--- src/rtl/radix4_pkg.sv ---
// -----------------------------------------------------------------------------
// radix4_pkg
//   Shared definitions for the serial radix-4 recoding datapath and its
//   sequencing controller.
//
//   Contents:
//     ctrl_state_t     controller state encoding (IDLE, LOAD, RUN, DONE)
//     num_steps()      number of digit steps for an operand width
//     digit_idx_width() width of the digit index seen by the datapath
//
//   Configuration macro: RECODE_SIGNED_EN
//     defined   -> two's-complement operand. The recoding absorbs the sign of
//                  the top digit, so there are WIDTH/2 steps.
//     undefined -> unsigned operand. One extra carry-only digit is needed,
//                  so there are WIDTH/2+1 steps.
// -----------------------------------------------------------------------------
package radix4_pkg;

  typedef enum logic [1:0] {
    IDLE = 2'd0,
    LOAD = 2'd1,
    RUN  = 2'd2,
    DONE = 2'd3
  } ctrl_state_t;

  // Number of radix-4 digit steps needed for one operation.
  function automatic int num_steps(input int width);
`ifdef RECODE_SIGNED_EN
    return width / 2;
`else
    return width / 2 + 1;
`endif
  endfunction

  // The index is sized for WIDTH/2+2 values. That covers both the signed and
  // the unsigned step counts, so the datapath port width does not change
  // with the macro.
  function automatic int digit_idx_width(input int width);
    return $clog2(width / 2 + 2);
  endfunction

endpackage

--- src/rtl/radix4_seq_ctrl_digit_counter.sv ---
// -----------------------------------------------------------------------------
// digit_counter
//   Digit index counter for the radix-4 sequencing controller.
//   It saturates at LAST, so the index can never pass the final digit.
//
//   Ports:
//     clk  in   rising-edge clock
//     rst  in   asynchronous active-high reset; counter goes to 0
//     clr  in   synchronous clear to 0; overrides en
//     en   in   advance by one; no effect once the count is at LAST
//     cnt  out  current digit index
//     tc   out  terminal count, high when cnt == LAST
// -----------------------------------------------------------------------------
module digit_counter #(
  parameter int CNT_W = 3,
  parameter int LAST  = 4
) (
  input  logic             clk,
  input  logic             rst,
  input  logic             clr,
  input  logic             en,
  output logic [CNT_W-1:0] cnt,
  output logic             tc
);

  localparam logic [CNT_W-1:0] LAST_V = CNT_W'(LAST);
  localparam logic [CNT_W-1:0] ONE_V  = CNT_W'(1);

  assign tc = (cnt == LAST_V);

  always_ff @(posedge clk or posedge rst) begin
    if (rst) begin
      cnt <= '0;
    end else if (clr) begin
      cnt <= '0;
    end else if (en && !tc) begin
      cnt <= cnt + ONE_V;
    end
  end

endmodule

--- src/rtl/radix4_seq_ctrl.sv ---
// -----------------------------------------------------------------------------
// radix4_seq_ctrl
//   Sequencing controller for the serial radix-4 recoding datapath.
//   It accepts one request at a time. It pulses load to the operand shift
//   register and carry stage, then steps the datapath once per digit. At the
//   end it holds done until the consumer acks. This block is the only driver
//   of the datapath's load and step enables.
//
//   Configuration macro: RECODE_SIGNED_EN
//     Selects N = WIDTH/2 steps (signed) or N = WIDTH/2+1 steps (unsigned).
//     The choice is made in radix4_pkg::num_steps.
//
//   Ports:
//     clk         in   rising-edge clock
//     rst         in   asynchronous active-high reset
//     start       in   request; accepted when start & req_ready
//     req_ready   out  idle, can accept start
//     abort       in   cancel any operation; beats start, stall, ack and the
//                      last step
//     stall       in   downstream not ready; freezes stepping in RUN
//     load        out  one-cycle pulse; datapath loads operand, clears carry
//     step        out  datapath shifts 2 bits / consumes one digit
//     digit_idx   out  index of the digit consumed this step (0 outside RUN)
//     last_digit  out  current step is the final digit
//     busy        out  operation in progress (LOAD or RUN)
//     done        out  result valid; held until ack
//     ack         in   consumer takes the result
//     dbg_state   out  current controller state, for observation only
//
//   Handshake: an operation starts on a cycle where start & req_ready are
//   both high. The result is handed over on a cycle where done & ack are
//   both high. After that cycle the controller is idle again. Outside these
//   cycles, start and ack are ignored.
// -----------------------------------------------------------------------------
module radix4_seq_ctrl
  import radix4_pkg::*;
#(
  parameter int WIDTH = 8,
  parameter int CNT_W = digit_idx_width(WIDTH)
) (
  input  logic             clk,
  input  logic             rst,
  input  logic             start,
  output logic             req_ready,
  input  logic             abort,
  input  logic             stall,
  output logic             load,
  output logic             step,
  output logic [CNT_W-1:0] digit_idx,
  output logic             last_digit,
  output logic             busy,
  output logic             done,
  input  logic             ack,
  output ctrl_state_t      dbg_state
);

  localparam int N = num_steps(WIDTH);

  if ((WIDTH < 4) || ((WIDTH % 2) != 0)) begin : g_bad_width
    $error("radix4_seq_ctrl: WIDTH must be even and at least 4");
  end

  ctrl_state_t      state;
  ctrl_state_t      state_nxt;
  logic [CNT_W-1:0] cnt;
  logic             cnt_tc;
  logic             cnt_clr;

  // ---------------------------------------------------------------------------
  // Digit index counter.
  // It is held at zero in every state except RUN. That clears it in LOAD and
  // forces it back to zero after DONE or an abort. The explicit abort term
  // keeps the clear immediate, even if the clear condition is changed later.
  // ---------------------------------------------------------------------------
  assign cnt_clr = (state != RUN) || abort;

  digit_counter #(
    .CNT_W (CNT_W),
    .LAST  (N - 1)
  ) u_digit_counter (
    .clk (clk),
    .rst (rst),
    .clr (cnt_clr),
    .en  (step),
    .cnt (cnt),
    .tc  (cnt_tc)
  );

  // ---------------------------------------------------------------------------
  // State register
  // ---------------------------------------------------------------------------
  always_ff @(posedge clk or posedge rst) begin
    if (rst) begin
      state <= IDLE;
    end else begin
      state <= state_nxt;
    end
  end

  // ---------------------------------------------------------------------------
  // Next-state logic. abort is checked first, so it overrides every other
  // transition, including the final step into DONE.
  // ---------------------------------------------------------------------------
  always_comb begin
    state_nxt = state;
    if (abort) begin
      state_nxt = IDLE;
    end else begin
      unique case (state)
        IDLE: if (start)            state_nxt = LOAD;
        LOAD:                       state_nxt = RUN;
        RUN:  if (!stall && cnt_tc) state_nxt = DONE;
        DONE: if (ack)              state_nxt = IDLE;
        default:                    state_nxt = IDLE;
      endcase
    end
  end

  // ---------------------------------------------------------------------------
  // Output decode. The outputs depend only on the registered state and the
  // counter. The one exception is stall: it gates step in RUN, so a stalled
  // cycle consumes no digit.
  // ---------------------------------------------------------------------------
  always_comb begin
    req_ready  = 1'b0;
    load       = 1'b0;
    step       = 1'b0;
    digit_idx  = '0;
    last_digit = 1'b0;
    busy       = 1'b0;
    done       = 1'b0;
    unique case (state)
      IDLE: begin
        req_ready = 1'b1;
      end
      LOAD: begin
        load = 1'b1;
        busy = 1'b1;
      end
      RUN: begin
        busy       = 1'b1;
        step       = !stall;
        digit_idx  = cnt;
        last_digit = !stall && cnt_tc;
      end
      DONE: begin
        done = 1'b1;
      end
      default: begin
        req_ready = 1'b0;
      end
    endcase
  end

  assign dbg_state = state;

endmodule

--- config.mk ---
export PLATFORM = sky130hd
export DESIGN_NAME = radix4_seq_ctrl
export DESIGN_NICKNAME = d
export VERILOG_FILES = /design/src/rtl/radix4_pkg.sv /design/src/rtl/radix4_seq_ctrl_digit_counter.sv /design/src/rtl/radix4_seq_ctrl.sv
export SDC_FILE = /design/constraint.sdc
export NUM_CORES = 1
export LEC_CHECK = 0
export ABC_CLOCK_PERIOD_IN_PS = 2200
export CAP_MARGIN = 20
export CORE_AREA = 5 5 42 44
export DETAILED_ROUTE_END_ITERATION = 16
export DIE_AREA = 0 0 47 49
export PLACE_DENSITY = 0.67
export RECOVER_POWER = 25
export SYNTH_ARGS = -nofsm -noshare
export SYNTH_HDL_FRONTEND = slang
export SYNTH_SLANG_ARGS = --single-unit
--- constraint.sdc ---
create_clock -name clk -period 2.2 [get_ports clk]
set_clock_uncertainty 0.05 [all_clocks]
set_input_delay 0.22 -clock clk [delete_from_list [all_inputs] [get_ports clk]]
set_output_delay 0.22 -clock clk [all_outputs]
set_load 0.05 [all_outputs]
==> impl_metrics.toml <==
[yosys]
syn_inst = 41
postSynthAreaPerCell_um2 = 9.61
yosysTopAreaCellShare_pct = 31.7
synth_compound_area_share_pct = 7.94
yosysMostFrequentCell = "ha_1"
synth_top_family_by_area = "simple AND/OR/NAND/NOR gates"
synth_fa_ha_area_share_pct = 22.2
ys_seq_area_share_pct = 31.7
syn_nets = 54
synth_edf_count = 0
async_reset_ff_share_pct = 100
netlist_top_cells_area = "dfrtp_1, ha_1, inv_1"
synth.distinct_cells = 17
synth_simple_gate_area_share_pct = 25.1
yosysTopAreaCell = "dfrtp_1"
yosysWarnings = 0
synth_xor_area_share_pct = 2.22
synthMuxAreaShare_pct = 5.08
syn-cell-area_um2 = 394
synth_seq_cells = 5
synth_common_cells = "ha_1, inv_1, dfrtp_1"
synth_flop_cell = "dfrtp_1"

[timing]
timing.fmax_mhz = 488
worstMarginPinSlew_ns = 0.509
finalSetupViolCount = 0
rsz0062_at_grt = "no"
max_slew_margin_pct = 65.9
finalCriticalPeriod_ns = 2.05
tns_ns = 0
drv_slew = 0
period_share_pct = 93.1
hold_viol = 0

[layout]
n_fill_cell = 147
diodes = 0
design_area_um2 = 612
syn2layout_area_growth_pct = 55.2
nNetsFinal = 75
multiInputGateArea_um2 = 255
drive_above_1_share_pct = 18.0
regArea_um2 = 125

[clocking]
clk_pin_slew_ns = 0.05
cts_root_buffer = "clkbuf_4"
numCtsBuffers = 3
postCtsHoldBufs = 0
cts_max_level = 1
cts.sinks = 5
cts_tree = "yes"
worstSkewPairLatency_ns = 0.25
clock_path_buffers = 2

[status]
status = "completed"

[setup_path]
critPathLaunchType = "flip-flop"
crit_fanout = 4
cp_data_arrival_time_ns = 1.78
worstSetupPathType = "reg -> out"
slowest_delay_ns = 0.80
endpoint_kind = "output port"
reg2reg_slack_ns = 0.70
crit_chain = "inv_1 > ha_1 > clkdlybuf4s50_1"
cp_slowest_cell = "clkdlybuf4s50_1"
required_ns = 1.93

[detailed_routing]
num_vias = 332
drt_iter0_markers = 0
wl_um = 847
wl_per_cell_um = 11.0
avgViaCountPerCell = 4.31
drt-pass1-iter-count = 1
drcViolationCount = 0
ant_nets = 0

[power_and_ir_drop]
p_leak_nw = 0.294
power_density_nw_per_um2 = 1100
max-vdd-ir-drop_mv = 1.10

[die]
initial_utilization_pct = 28.1
rows = 14
dieWidth_um = 47
dieArea_um2 = 2300
die_h_um = 49
ioPinCount = 17
core_um2 = 1400

[job]
maxCapViolations = 0

[global_route]
antenna_found_initial = 0
grt_pass1_wl_um = 1480
grt.overflow.total = 0
grt_max_degree = 8
grtUsageTotal_pct = 9.34
first_global_vias = 360

[placed_design]
place_area_um2 = 583
io_buffers = 16
hpwl_um = 714
place.gp.congestion = 0.748

[hold_path]
hp-class = "in -> async"
==> path summary, 6_finish.rpt <==
| kind | startpoint | end | cells after the start |
|---|---|---|---|
| worst max-delay path | dbg_state[0] | req_ready | 3 |
| worst min-delay path | rst | u_digit_counter.cnt[2] | 2 |
| worst max register to register | dbg_state[0] | dbg_state[0] | 4 |
| worst min register to register | u_digit_counter.cnt[1] | u_digit_counter.cnt[1] | 2 |
| max in group asynchronous | rst | u_digit_counter.cnt[0] | 2 |
| min in group clk | u_digit_counter.cnt[1] | u_digit_counter.cnt[1] | 2 |
==> cells in the final DEF, fill, tap and decap left out <==
master,synthesis,routed
inv_1,6,6
nand2b_1,3,3
dfrtp_1,5,5
nor4_1,1,1
nor4bb_1,1,1
dlygate4sd3_1,0,1
clkbuf_4,0,3
buf_12,0,1
nor2b_1,3,2
ha_1,7,7
nor3_1,1,1
nor2_1,2,2
a211oi_2,1,1
a211o_1,1,1
clkdlybuf4s50_1,0,9
clkbuf_1,0,1
and3_2,0,1
xnor2_1,1,1
nand3b_1,1,1
a21oi_1,2,2
nor2b_4,0,1
and2_1,3,3
buf_4,0,4
dlymetal6s2s_1,0,1
mux2i_1,2,2
==> kinds of logic (layout without fill, tap and decap cells) <==
logic type               count (synthesis)  after routing
AO/OA/AOI/OAI                            4              4
multiplexers                             2              2
flip-flops                               5              5
XOR/XNOR                                 1              1
adder cells (fa/ha/maj)                  7              7
AND/OR/NAND/NOR                         16             16
buffers and inverters                    6             26
==> state kept, by name, summed over array words and instances (netlist names) <==
name	count
u_digit_counter.cnt	3
dbg_state	2
==> through the flow <==
stage | power [mW] | std cells | utilization, % | setup WS, ns | hold slack [ns]
finish | 0.675 | 77 | 43.7 | 0.151 | 0.251
global route | 0.714 | 77 | 43.7 | 0.0710 | 0.261
CTS | 0.689 | 77 | 43.5 | 0.0343 | 0.110
detailed placement | 0.572 | 73 | 41.6 | 0.318 | 0.384
global placement | 0.569 | 73 | 41.6 | 0.360 | 0.376
floorplan | 0.451 | 41 | - | 0.138 | -0.0515
==> worst max-delay path, delay by kind of cell (launching register included) <==
| kind | cells | cell delay (ns) |
|---|---|---|
| DFF | 1 | 0.41 |
| adders and majority gates | 1 | 0.18 |
| buffers and inverters | 2 | 0.95 |
==> what timing repair did <==
item | in CTS | in global routing
buffers inserted | 0 | 0
endpoints found under the setup margin | 0 | 1
resized for setup | 0 | 1
==> report_power, final <==
| part | switching [mW] | internal, mW | total [mW] | leakage, nW |
|---|---|---|---|---|
| Clock | 0.0395 | 0.0687 | 0.108 | 0.0150 |
| Sequential | 0.0180 | 0.107 | 0.125 | 0.0680 |
| Combinational | 0.288 | 0.154 | 0.442 | 0.211 |
==> cell type report <==
class,instances,area share (%)
clock buffers,4,4.29
inverters,6,3.68
multi-input cells,30,41.7
flip-flops and latches,5,20.4
well taps,16,3.27
repair buffers,16,26.6
==> layer usage <==
layer | vias up | wire (µm) | track usage (%)
li1 | 173 | - | -
met3 | 3 | 48 | 3.69
met5 | - | 0 | 0
met1 | 147 | 353 | 10.2
met4 | 0 | 32 | 8.29
met2 | 9 | 412 | 13.1
(Power assumes the default switching activity.)
